==> config.mk <==
export PLATFORM = sky130hd
export DESIGN_NAME = instr_sequencer
export DESIGN_NICKNAME = d
export VERILOG_FILES = /design/src/rtl/instr_sequencer_pkg.sv /design/src/rtl/instr_sequencer_perf_counters.sv /design/src/rtl/instr_sequencer.sv
export SDC_FILE = /design/constraint.sdc
export NUM_CORES = 1
export LEC_CHECK = 0
export CORE_ASPECT_RATIO = 1.25
export CORE_MARGIN = 2
export CORE_UTILIZATION = 35
export DETAILED_ROUTE_END_ITERATION = 12
export DONT_BUFFER_PORTS = 1
export PLACE_DENSITY = 0.59
export SETUP_SLACK_MARGIN = 0.1
export SLEW_MARGIN = 20
export SYNTH_ARGS = -nofsm -noshare
export SYNTH_HDL_FRONTEND = slang
export SYNTH_HIERARCHICAL = 1
export SYNTH_SLANG_ARGS = --single-unit
==> constraint.sdc <==
create_clock -name clk -period 1.7 [get_ports clk]
set_input_delay 0.17 -clock clk [delete_from_list [all_inputs] [get_ports clk]]
set_output_delay 0.17 -clock clk [all_outputs]
set_load 0.02 [all_outputs]
==> src/rtl/instr_sequencer_pkg.sv <==
// Shared state encoding, opcode constants and instruction-class helpers for instr_sequencer.
package seq_pkg;

  typedef enum logic [2:0] {IDLE, FETCH, DECODE, EXEC, MEM, WB, HALT} seq_state_t;

  localparam logic [2:0]  FC_LOAD    = 3'b100;
  localparam logic [2:0]  FC_STORE   = 3'b110;
  localparam logic [31:0] HALT_INSTR = 32'hFFFF_FFFF;

  function automatic logic is_mem_op(logic [31:0] instr);
    return (instr[17:15] == FC_LOAD) || (instr[17:15] == FC_STORE);
  endfunction

  function automatic logic is_store(logic [31:0] instr);
    return instr[17:15] == FC_STORE;
  endfunction

endpackage

==> src/rtl/instr_sequencer_perf_counters.sv <==
// Saturating busy-cycle and retired-instruction counters, used only when SEQ_PERF_CNT_EN is defined.
module seq_perf_counters (
  input  logic        clk,
  input  logic        rst_n,
  input  logic        busy_i,
  input  logic        retire_i,
  output logic [31:0] cycle_cnt_o,
  output logic [31:0] retired_cnt_o
);

  logic [1:0] inc;
  assign inc = {retire_i, busy_i};

  // Index 0 counts busy cycles, index 1 counts retirements; both stick at all-ones.
  for (genvar gi = 0; gi < 2; gi++) begin : g_cnt
    logic [31:0] cnt_q;
    always_ff @(posedge clk) begin
      if (!rst_n) begin
        cnt_q <= '0;
      end else if (inc[gi] && (cnt_q != 32'hFFFF_FFFF)) begin
        cnt_q <= cnt_q + 32'd1;
      end
    end
  end

  assign cycle_cnt_o   = g_cnt[0].cnt_q;
  assign retired_cnt_o = g_cnt[1].cnt_q;

endmodule

==> src/rtl/instr_sequencer.sv <==
// Multi-cycle FETCH/DECODE/EXEC/MEM/WB sequencer owning pc and ir_q.
// Define SEQ_PERF_CNT_EN to add the cycle_cnt / retired_cnt performance counters.
module instr_sequencer
  import seq_pkg::*;
#(
  parameter int                ADDR_W   = 10,
  parameter logic [ADDR_W-1:0] RESET_PC = '0
) (
  input  logic              clk,
  input  logic              rst_n,
  input  logic              start,
  output logic              imem_req,
  output logic [ADDR_W-1:0] imem_addr,
  input  logic              imem_ack,
  input  logic [31:0]       imem_rdata,
  output logic [31:0]       ir_q,
  output logic              alu_en,
  output logic              dmem_req,
  output logic              dmem_we,
  input  logic              dmem_ack,
  output logic              rf_we,
  output logic [ADDR_W-1:0] pc,
  output logic              busy,
  output logic              halted
`ifdef SEQ_PERF_CNT_EN
  ,
  output logic [31:0]       cycle_cnt,
  output logic [31:0]       retired_cnt
`endif
);

  localparam logic [ADDR_W-1:0] PC_ONE = {{(ADDR_W-1){1'b0}}, 1'b1};

  seq_state_t        state_q;
  logic [ADDR_W-1:0] pc_q;
  logic              imem_req_q, alu_en_q, dmem_req_q, dmem_we_q, rf_we_q, busy_q, halted_q;

  // Outputs are registered alongside the state: each transition loads the
  // output values belonging to the destination state.
  always_ff @(posedge clk) begin
    if (!rst_n) begin
      state_q    <= IDLE;
      pc_q       <= RESET_PC;
      ir_q       <= '0;
      imem_req_q <= 1'b0;
      alu_en_q   <= 1'b0;
      dmem_req_q <= 1'b0;
      dmem_we_q  <= 1'b0;
      rf_we_q    <= 1'b0;
      busy_q     <= 1'b0;
      halted_q   <= 1'b0;
    end else begin
      alu_en_q <= 1'b0;
      rf_we_q  <= 1'b0;
      case (state_q)
        IDLE: begin
          if (start) begin
            state_q    <= FETCH;
            imem_req_q <= 1'b1;
            busy_q     <= 1'b1;
          end
        end
        FETCH: begin
          if (imem_ack) begin
            ir_q       <= imem_rdata;
            imem_req_q <= 1'b0;
            state_q    <= DECODE;
          end
        end
        DECODE: begin
          if (ir_q == HALT_INSTR) begin
            state_q  <= HALT;
            busy_q   <= 1'b0;
            halted_q <= 1'b1;
          end else begin
            state_q  <= EXEC;
            alu_en_q <= 1'b1;
          end
        end
        EXEC: begin
          if (is_mem_op(ir_q)) begin
            state_q    <= MEM;
            dmem_req_q <= 1'b1;
            dmem_we_q  <= is_store(ir_q);
          end else begin
            state_q <= WB;
            rf_we_q <= 1'b1;
          end
        end
        MEM: begin
          if (dmem_ack) begin
            state_q    <= WB;
            dmem_req_q <= 1'b0;
            dmem_we_q  <= 1'b0;
            rf_we_q    <= !is_store(ir_q);
          end
        end
        WB: begin
          pc_q       <= pc_q + PC_ONE;
          state_q    <= FETCH;
          imem_req_q <= 1'b1;
        end
        HALT: begin
          state_q <= HALT;
        end
        default: begin
          state_q <= IDLE;
        end
      endcase
    end
  end

  assign imem_req  = imem_req_q;
  assign imem_addr = pc_q;
  assign pc        = pc_q;
  assign alu_en    = alu_en_q;
  assign dmem_req  = dmem_req_q;
  assign dmem_we   = dmem_we_q;
  assign rf_we     = rf_we_q;
  assign busy      = busy_q;
  assign halted    = halted_q;

`ifdef SEQ_PERF_CNT_EN
  logic retire;
  assign retire = (state_q == WB) || ((state_q == DECODE) && (ir_q == HALT_INSTR));

  seq_perf_counters u_perf (
    .clk          (clk),
    .rst_n        (rst_n),
    .busy_i       (busy_q),
    .retire_i     (retire),
    .cycle_cnt_o  (cycle_cnt),
    .retired_cnt_o(retired_cnt)
  );
`endif

endmodule
==> flow_summary.yaml, run 1 <==
setup_path:
  slowest_delay_ps: 580
  r2r.worst_path.cells: 4
  start_kind: "flip-flop"
  r2r_start: "state_q[2]$_SDFFE_PN0P_"
  worstSetupStartpoint: "state_q[2]$_SDFFE_PN0P_"
  cp.required_ps: 1900
  crit_path_end_kind: "flip-flop"
  cp_top_family: "simple AND/OR/NAND/NOR gates"
  crit_chain: "and4b_2 -> nand4_1 -> xnor2_1 -> and2_1"
  critPathSlowestCell: "dfxtp_1"
  crit_fanout: 11
  crit_buf_inv: 0
  cp_num_cells: 4
  reg2reg_to: "imem_addr[8]$_SDFFE_PN0N_"
  path_class: "flip-flop to flip-flop"
  reg2reg_slack_ps: 260
  worstPathArrival_ps: 1640
finish:
  nNetsFinal: 346
  final_cell_area_um2: 2900
  utilization: 0.448
  layout_common_cells: "nand2_1, dfxtp_1, buf_4"
  final_common_cell: "nand2_1"
  diodes: 0
  layout-drive-gt1-share: 0.207
  layout-area-overhead-vs-synth_pct: 24.7
clock_tree:
  cts.clk_slew.worst_paths_ps: 100
  post_cts_resized: 0
  numCtsBuffers: 5
  cts_max_level: 2
  post_cts_buffers: 0
  holdBufCountCts: 19
  clock-sinks: 52
  cts_root_buf: "clkbuf_8"
  clkLatencyLatePin_ps: 310
  cts_buffer_depth: 2
  cts_tree: "yes"
timing:
  slew_viol_final: 0
  worst_slew_pin_slew_ps: 794
  hold_violations: 0
  timing.fmax_mhz: 694
  whs_ps: 4.24
  setup_viol: 0
  finalCriticalPeriod_ps: 1440
  fin_skew_ps: 10.3
  relSlewSlack: 0.469
  fin_crit_sh: 0.848
  rsz0062_at_grt: "false"
  fin_setup_tns_ps: 0
placed_design:
  gp_congestion: 0.720
  port_buffers: 0
  dp_hpwl_um: 3820
  placed_area_um2: 2610
route:
  firstDrtPassIters: 4
  post_drt_wl_per_cell_um: 14.1
  routed_wl_um: 5590
  vias: 1900
  viasPerCell: 4.80
  drc: 0
  drt_first_iter_violations: 45
  antenna_left: 0
hold_path:
  hold_class: "input port to flip-flop"
  hold_start: "imem_rdata[26]"
  hold_end: "ir_q[26]$_SDFFE_PN0P_"
  holdPathStages: 2
run_status:
  status: "completed"
global_routing:
  grt_pass1_wl_um: 8820
  track_usage: 0.152
  first_global_vias: 1892
  grt_max_degree: 33
  antenna_found_initial: 0
  grt-ovfl-total: 0
pwr:
  clockPowerShare: 0.287
  power.density_nw_per_um2: 880
  p_leak_nw: 1.18
  p_comb_frac: 0.181
  vdd_drop_max_uv: 534
  power_switching_w: 0.000755
  pwr-share-seq: 0.532
  p_sw_frac: 0.296
  internal_power_w: 0.00180
logic_synthesis:
  synth_top_area_share: 0.447
  synth.net_count: 299
  ys_seq_elements: 52
  syn_area_um2: 2330
  ys_top_cells_by_area: "dfxtp_1, nand2_1, a21boi_0"
  synth-edff-count: 0
  synth.yosys.warnings: 6
  yosys.area.top_type: "dfxtp_1"
  syn_avg_cell_area_um2: 8.92
  synthArstFlopShare: 0
  ys.flop_type: "dfxtp_1"
  seq_area_frac_synth: 0.447
  netlist_instances: 261
  yosysUniqueCellTypes: 44
floorplanning:
  dieArea_um2: 7330
  pin_count: 96
  start_util: 0.359
  rows: 33
  core_um2: 6480
  fp.dieW_um: 77.0
  fp.dieH_um: 95.2
flow_run:
  max_cap_viol_count: 0
-- synthesized netlist by cell type (2+ instances only) --
master,count
xor2_1,4
and3_1,2
nand3_1,3
nand2_1,71
nor3_1,4
a21oi_1,3
buf_4,12
mux2i_1,3
a21boi_0,22
buf_2,3
and4_1,2
inv_1,2
dfxtp_1,52
buf_6,4
xnor2_1,4
nand4_1,10
nor2_1,3
nor2b_1,5
nand2b_1,2
a31o_2,2
clkbuf_1,6
and2_1,9
a21boi_1,11
nor4_1,2
-- layout make-up --
cell class,instances,area (µm²)
Tap cell,87,109
Fill cell,636,3580
Multi-Input combinational cell,181,1090
Clock inverter,3,25.0
Sequential cell,52,1040
Clock buffer,5,68.8
Inverter,2,7.51
Timing Repair Buffer,66,558
-- worst register-to-register path, cell delays in order, from the launching register on --
cell and delay, ps:
dfxtp_1 580, and4b_2 350, nand4_1 120, xnor2_1 140, and2_1 150
-- how the worst max path moves through the flow --
stage	slack, ps	end
after global routing	120	busy$_SDFFE_PN0P_
after CTS	260	busy$_SDFFE_PN0P_
after floorplan	270	imem_addr[8]$_SDFFE_PN0N_
after global placement	300	imem_addr[8]$_SDFFE_PN0N_
after detailed placement	280	busy$_SDFFE_PN0P_
final	260	imem_addr[8]$_SDFFE_PN0N_
-- per-stage QoR --
stage,cells,setup slack [ps],total power [W]
3_5_place_dp,368,281,0.00180
4_1_cts,395,261,0.00257
5_1_grt,396,122,0.00267
6_report,396,259,0.00255
3_3_place_gp,368,300,0.00179
2_1_floorplan,261,267,0.00169
-- flip-flops by register name, indices dropped and copies added, names as in the netlist --
| register | cells |
|---|---|
| ir_q | 32 |
| imem_addr | 10 |
| state_q | 3 |
| alu_en | 1 |
| busy | 1 |
| dmem_req | 1 |
| dmem_we | 1 |
| halted | 1 |
| imem_req | 1 |
| rf_we | 1 |
-- metal layers --
metal  GRT usage  up-vias  wire length [µm]
li1            -      967                 -
met1       0.175      871              2370
met2       0.268       58              2760
met3      0.0455        4               407
met4      0.0576        0                56
met5           0        -                 0
-- power groups by stage --
stage / sequential, W / clock (W) / combinational, W
6_report: 0.00136 / 0.000733 / 0.000462
5_1_grt: 0.00137 / 0.000796 / 0.000509
4_1_cts: 0.00136 / 0.000754 / 0.000462
3_5_place_dp: 0.00139 / 0 / 0.000417
3_3_place_gp: 0.00138 / 0 / 0.000410
2_1_floorplan: 0.00144 / 0 / 0.000244
-- logic make-up (layout without fill, tap and decap cells) --
family,count (synthesis),count (layout),synth area share
AND/OR/NAND/NOR,121,121,0.265
AO/OA/AOI/OAI,48,48,0.156
adder cells (fa/ha/maj),1,1,0.00537
XOR/XNOR,8,8,0.0301
buffers and inverters,28,76,0.0833
flip-flops,52,52,0.447
multiplexers,3,3,0.0129
No activity file was read; power rests on OpenSTA's default activity.
==> run 2: changes to the inputs <==
--- a/config.mk
+++ b/config.mk
@@ -10,7 +10,7 @@
 export CORE_UTILIZATION = 35
 export DETAILED_ROUTE_END_ITERATION = 12
 export DONT_BUFFER_PORTS = 1
-export PLACE_DENSITY = 0.59
+export PLACE_DENSITY = 0.61
 export SETUP_SLACK_MARGIN = 0.1
 export SLEW_MARGIN = 20
 export SYNTH_ARGS = -nofsm -noshare
==> constraint.sdc (replaced) <==
create_clock -name clk -period 1.16 [get_ports clk]
set_input_delay 0.116 -clock clk [delete_from_list [all_inputs] [get_ports clk]]
set_output_delay 0.116 -clock clk [all_outputs]
set_load 0.02 [all_outputs]
==> run 2 against run 1 <==
Against the previous run: the run now ends with negative hold slack, negative setup slack left; combinational power grew to 2.6 times the previous value; cell count is 11% higher; register-to-register slack worse by 410 ps; highest routed layer unchanged; critical endpoint is now ir_q[13]$_SDFFE_PN0P_.
==> flow_summary.yaml, run 2 (synthesis results as in run 1) <==
run_status:
  status: "finished with violations"
  violations: "negative hold slack, negative setup slack"
pwr:
  p_comb_frac: 0.282
  p_sw_frac: 0.304
  power_switching_w: 0.00131
  internal_power_w: 0.00299
  pwr-share-seq: 0.462
  vdd_drop_max_uv: 709
  clockPowerShare: 0.256
  power.density_nw_per_um2: 1080
  p_leak_nw: 1.74
setup_path:
  worstPathArrival_ps: 1550
  crit_path_end_kind: "flip-flop"
  start_kind: "flip-flop"
  r2r_start: "state_q[1]$_SDFFE_PN0P_"
  path_class: "flip-flop to flip-flop"
  reg2reg_slack_ps: -150
  reg2reg_to: "ir_q[13]$_SDFFE_PN0P_"
  cp.required_ps: 1400
  crit_fanout: 8
  r2r.worst_path.cells: 6
route:
  viasPerCell: 4.92
  post_drt_wl_per_cell_um: 16.8
  routed_wl_um: 7410
  drc: 0
  vias: 2165
  antenna_left: 0
  drt_first_iter_violations: 67
  firstDrtPassIters: 4
timing:
  fin_crit_sh: 1.13
  fin_setup_tns_ps: -3560
  worst_slew_pin_slew_ps: 316
  rsz0062_at_grt: "true"
  relSlewSlack: 0.787
  setup_slack_ps: -147
  whs_ps: -61.1
  finalCriticalPeriod_ps: 1310
  fin_skew_ps: 5.60
  slew_viol_final: 0
  timing.fmax_mhz: 765
  setup_viol: 45
  hold_violations: 47
clock_tree:
  holdBufCountCts: 32
  cts_buffer_depth: 2
  clkLatencyLatePin_ps: 310
  numCtsBuffers: 5
  cts_tree: "yes"
  cts.clk_slew.worst_paths_ps: 90
  clock-sinks: 52
  cts_root_buf: "clkbuf_8"
  cts_max_level: 2
global_routing:
  grt-ovfl-total: 0
  track_usage: 0.189
  grt_pass1_wl_um: 11000
  first_global_vias: 2339
  grt_max_degree: 56
  antenna_found_initial: 0
finish:
  layout-drive-gt1-share: 0.606
  layout_common_cells: "buf_4, nand2_1, dlygate4sd3_1"
  final_common_cell: "buf_4"
  nNetsFinal: 390
  multi_input_area_um2: 1530
  largest_reg_flops: 32
  fill_cells: 531
  layout-area-overhead-vs-synth_pct: 70.1
  instances_no_fill: 440
  top_register: "ir_q"
  diodes: 0
  utilization: 0.611
  seq_area_um2: 1130
floorplanning:
  fp.dieW_um: 77.0
  core_um2: 6480
  fp.dieH_um: 95.2
  start_util: 0.359
  dieArea_um2: 7330
  pin_count: 96
  rows: 33
placed_design:
  dp.cells: 388
  dp_hpwl_um: 4150
  gp_congestion: 0.759
  port_buffers: 0
hold_path:
  hold_end: "dmem_req$_SDFFE_PN0P_"
  hold_class: "input port to flip-flop"
  hold_start: "rst_n"
  holdPathStages: 1
flow_run:
  max_cap_viol_count: 0
## run 2: changes by cell type in the layout (fill, tap and decap cells not counted), sizes merged
cell	delta
clkbuf	+3
buf	+31
dlygate4sd3	+12
inv	-1
clkinvlp	-1
## run 2: metal layers
| metal | vias to the layer above | track usage | wire, µm |
|---|---|---|---|
| met3 | 11 | 0.0388 | 402 |
| met5 | - | 0 | 0 |
| met4 | 0 | 0.0803 | 125 |
| li1 | 1058 | - | - |
| met1 | 1025 | 0.206 | 2810 |
| met2 | 71 | 0.356 | 4070 |
## run 2: power by group through the flow
stage / Clock, W / Combinational, W / Sequential [W]
6_report: 0.00110 / 0.00121 / 0.00198
5_1_grt: 0.00119 / 0.00129 / 0.00199
4_1_cts: 0.00114 / 0.00105 / 0.00198
3_5_place_dp: 0 / 0.000752 / 0.00202
3_3_place_gp: 0 / 0.000742 / 0.00202
2_1_floorplan: 0 / 0.000396 / 0.00213
## run 2: how the worst max path moves through the flow
stage                               from  depth (start not counted)                        end  slack [ps]
2_1_floorplan  imem_addr[1]$_SDFFE_PN0N_                          5  imem_addr[8]$_SDFFE_PN0N_        -110
4_1_cts             ir_q[3]$_SDFFE_PN0P_                          4    state_q[0]$_SDFFE_PN0P_        -170
3_5_place_dp        ir_q[2]$_SDFFE_PN0P_                          4          busy$_SDFFE_PN0P_        -150
6_report         state_q[1]$_SDFFE_PN0P_                          6      ir_q[13]$_SDFFE_PN0P_        -150
3_3_place_gp       ir_q[11]$_SDFFE_PN0P_                          4          busy$_SDFFE_PN0P_        -130
5_1_grt            ir_q[12]$_SDFFE_PN0P_                          4          busy$_SDFFE_PN0P_        -210
## run 2: critical path: stages, from the launching register on
cell and delay, ps:
dfxtp_4 380, inv_4 60, and4_4 330, buf_12 130
buf_12 140, nand2_1 80, a21boi_1 120
## run 2: what timing repair did
action,4_1_cts,5_1_grt
pin swaps,39,56
setup buffers,11,3
endpoints found under the setup margin,55,60
cloned,2,1
resized for setup,64,85
endpoints found under the hold margin,52,52
## run 2: final cells by class
cell class,instances,area share
well taps,87,0.0275
inverters,2,0.00316
repair buffers,110,0.275
flip-flops and latches,52,0.286
multi-input cells,181,0.385
clock buffers,7,0.0218
clock inverters,1,0.00158
## run 2: per-stage QoR
| step | setup WS, ps | area, µm² | power [W] | hold slack [ps] |
|---|---|---|---|---|
| floorplan | -110 | 2490 | 0.00252 | 241 |
| global placement | -133 | 2940 | 0.00276 | 240 |
| detailed placement | -147 | 2940 | 0.00277 | 242 |
| CTS | -170 | 3680 | 0.00417 | -96.1 |
| global route | -211 | 3960 | 0.00447 | -83.1 |
| finish | -147 | 3960 | 0.00429 | -61.1 |
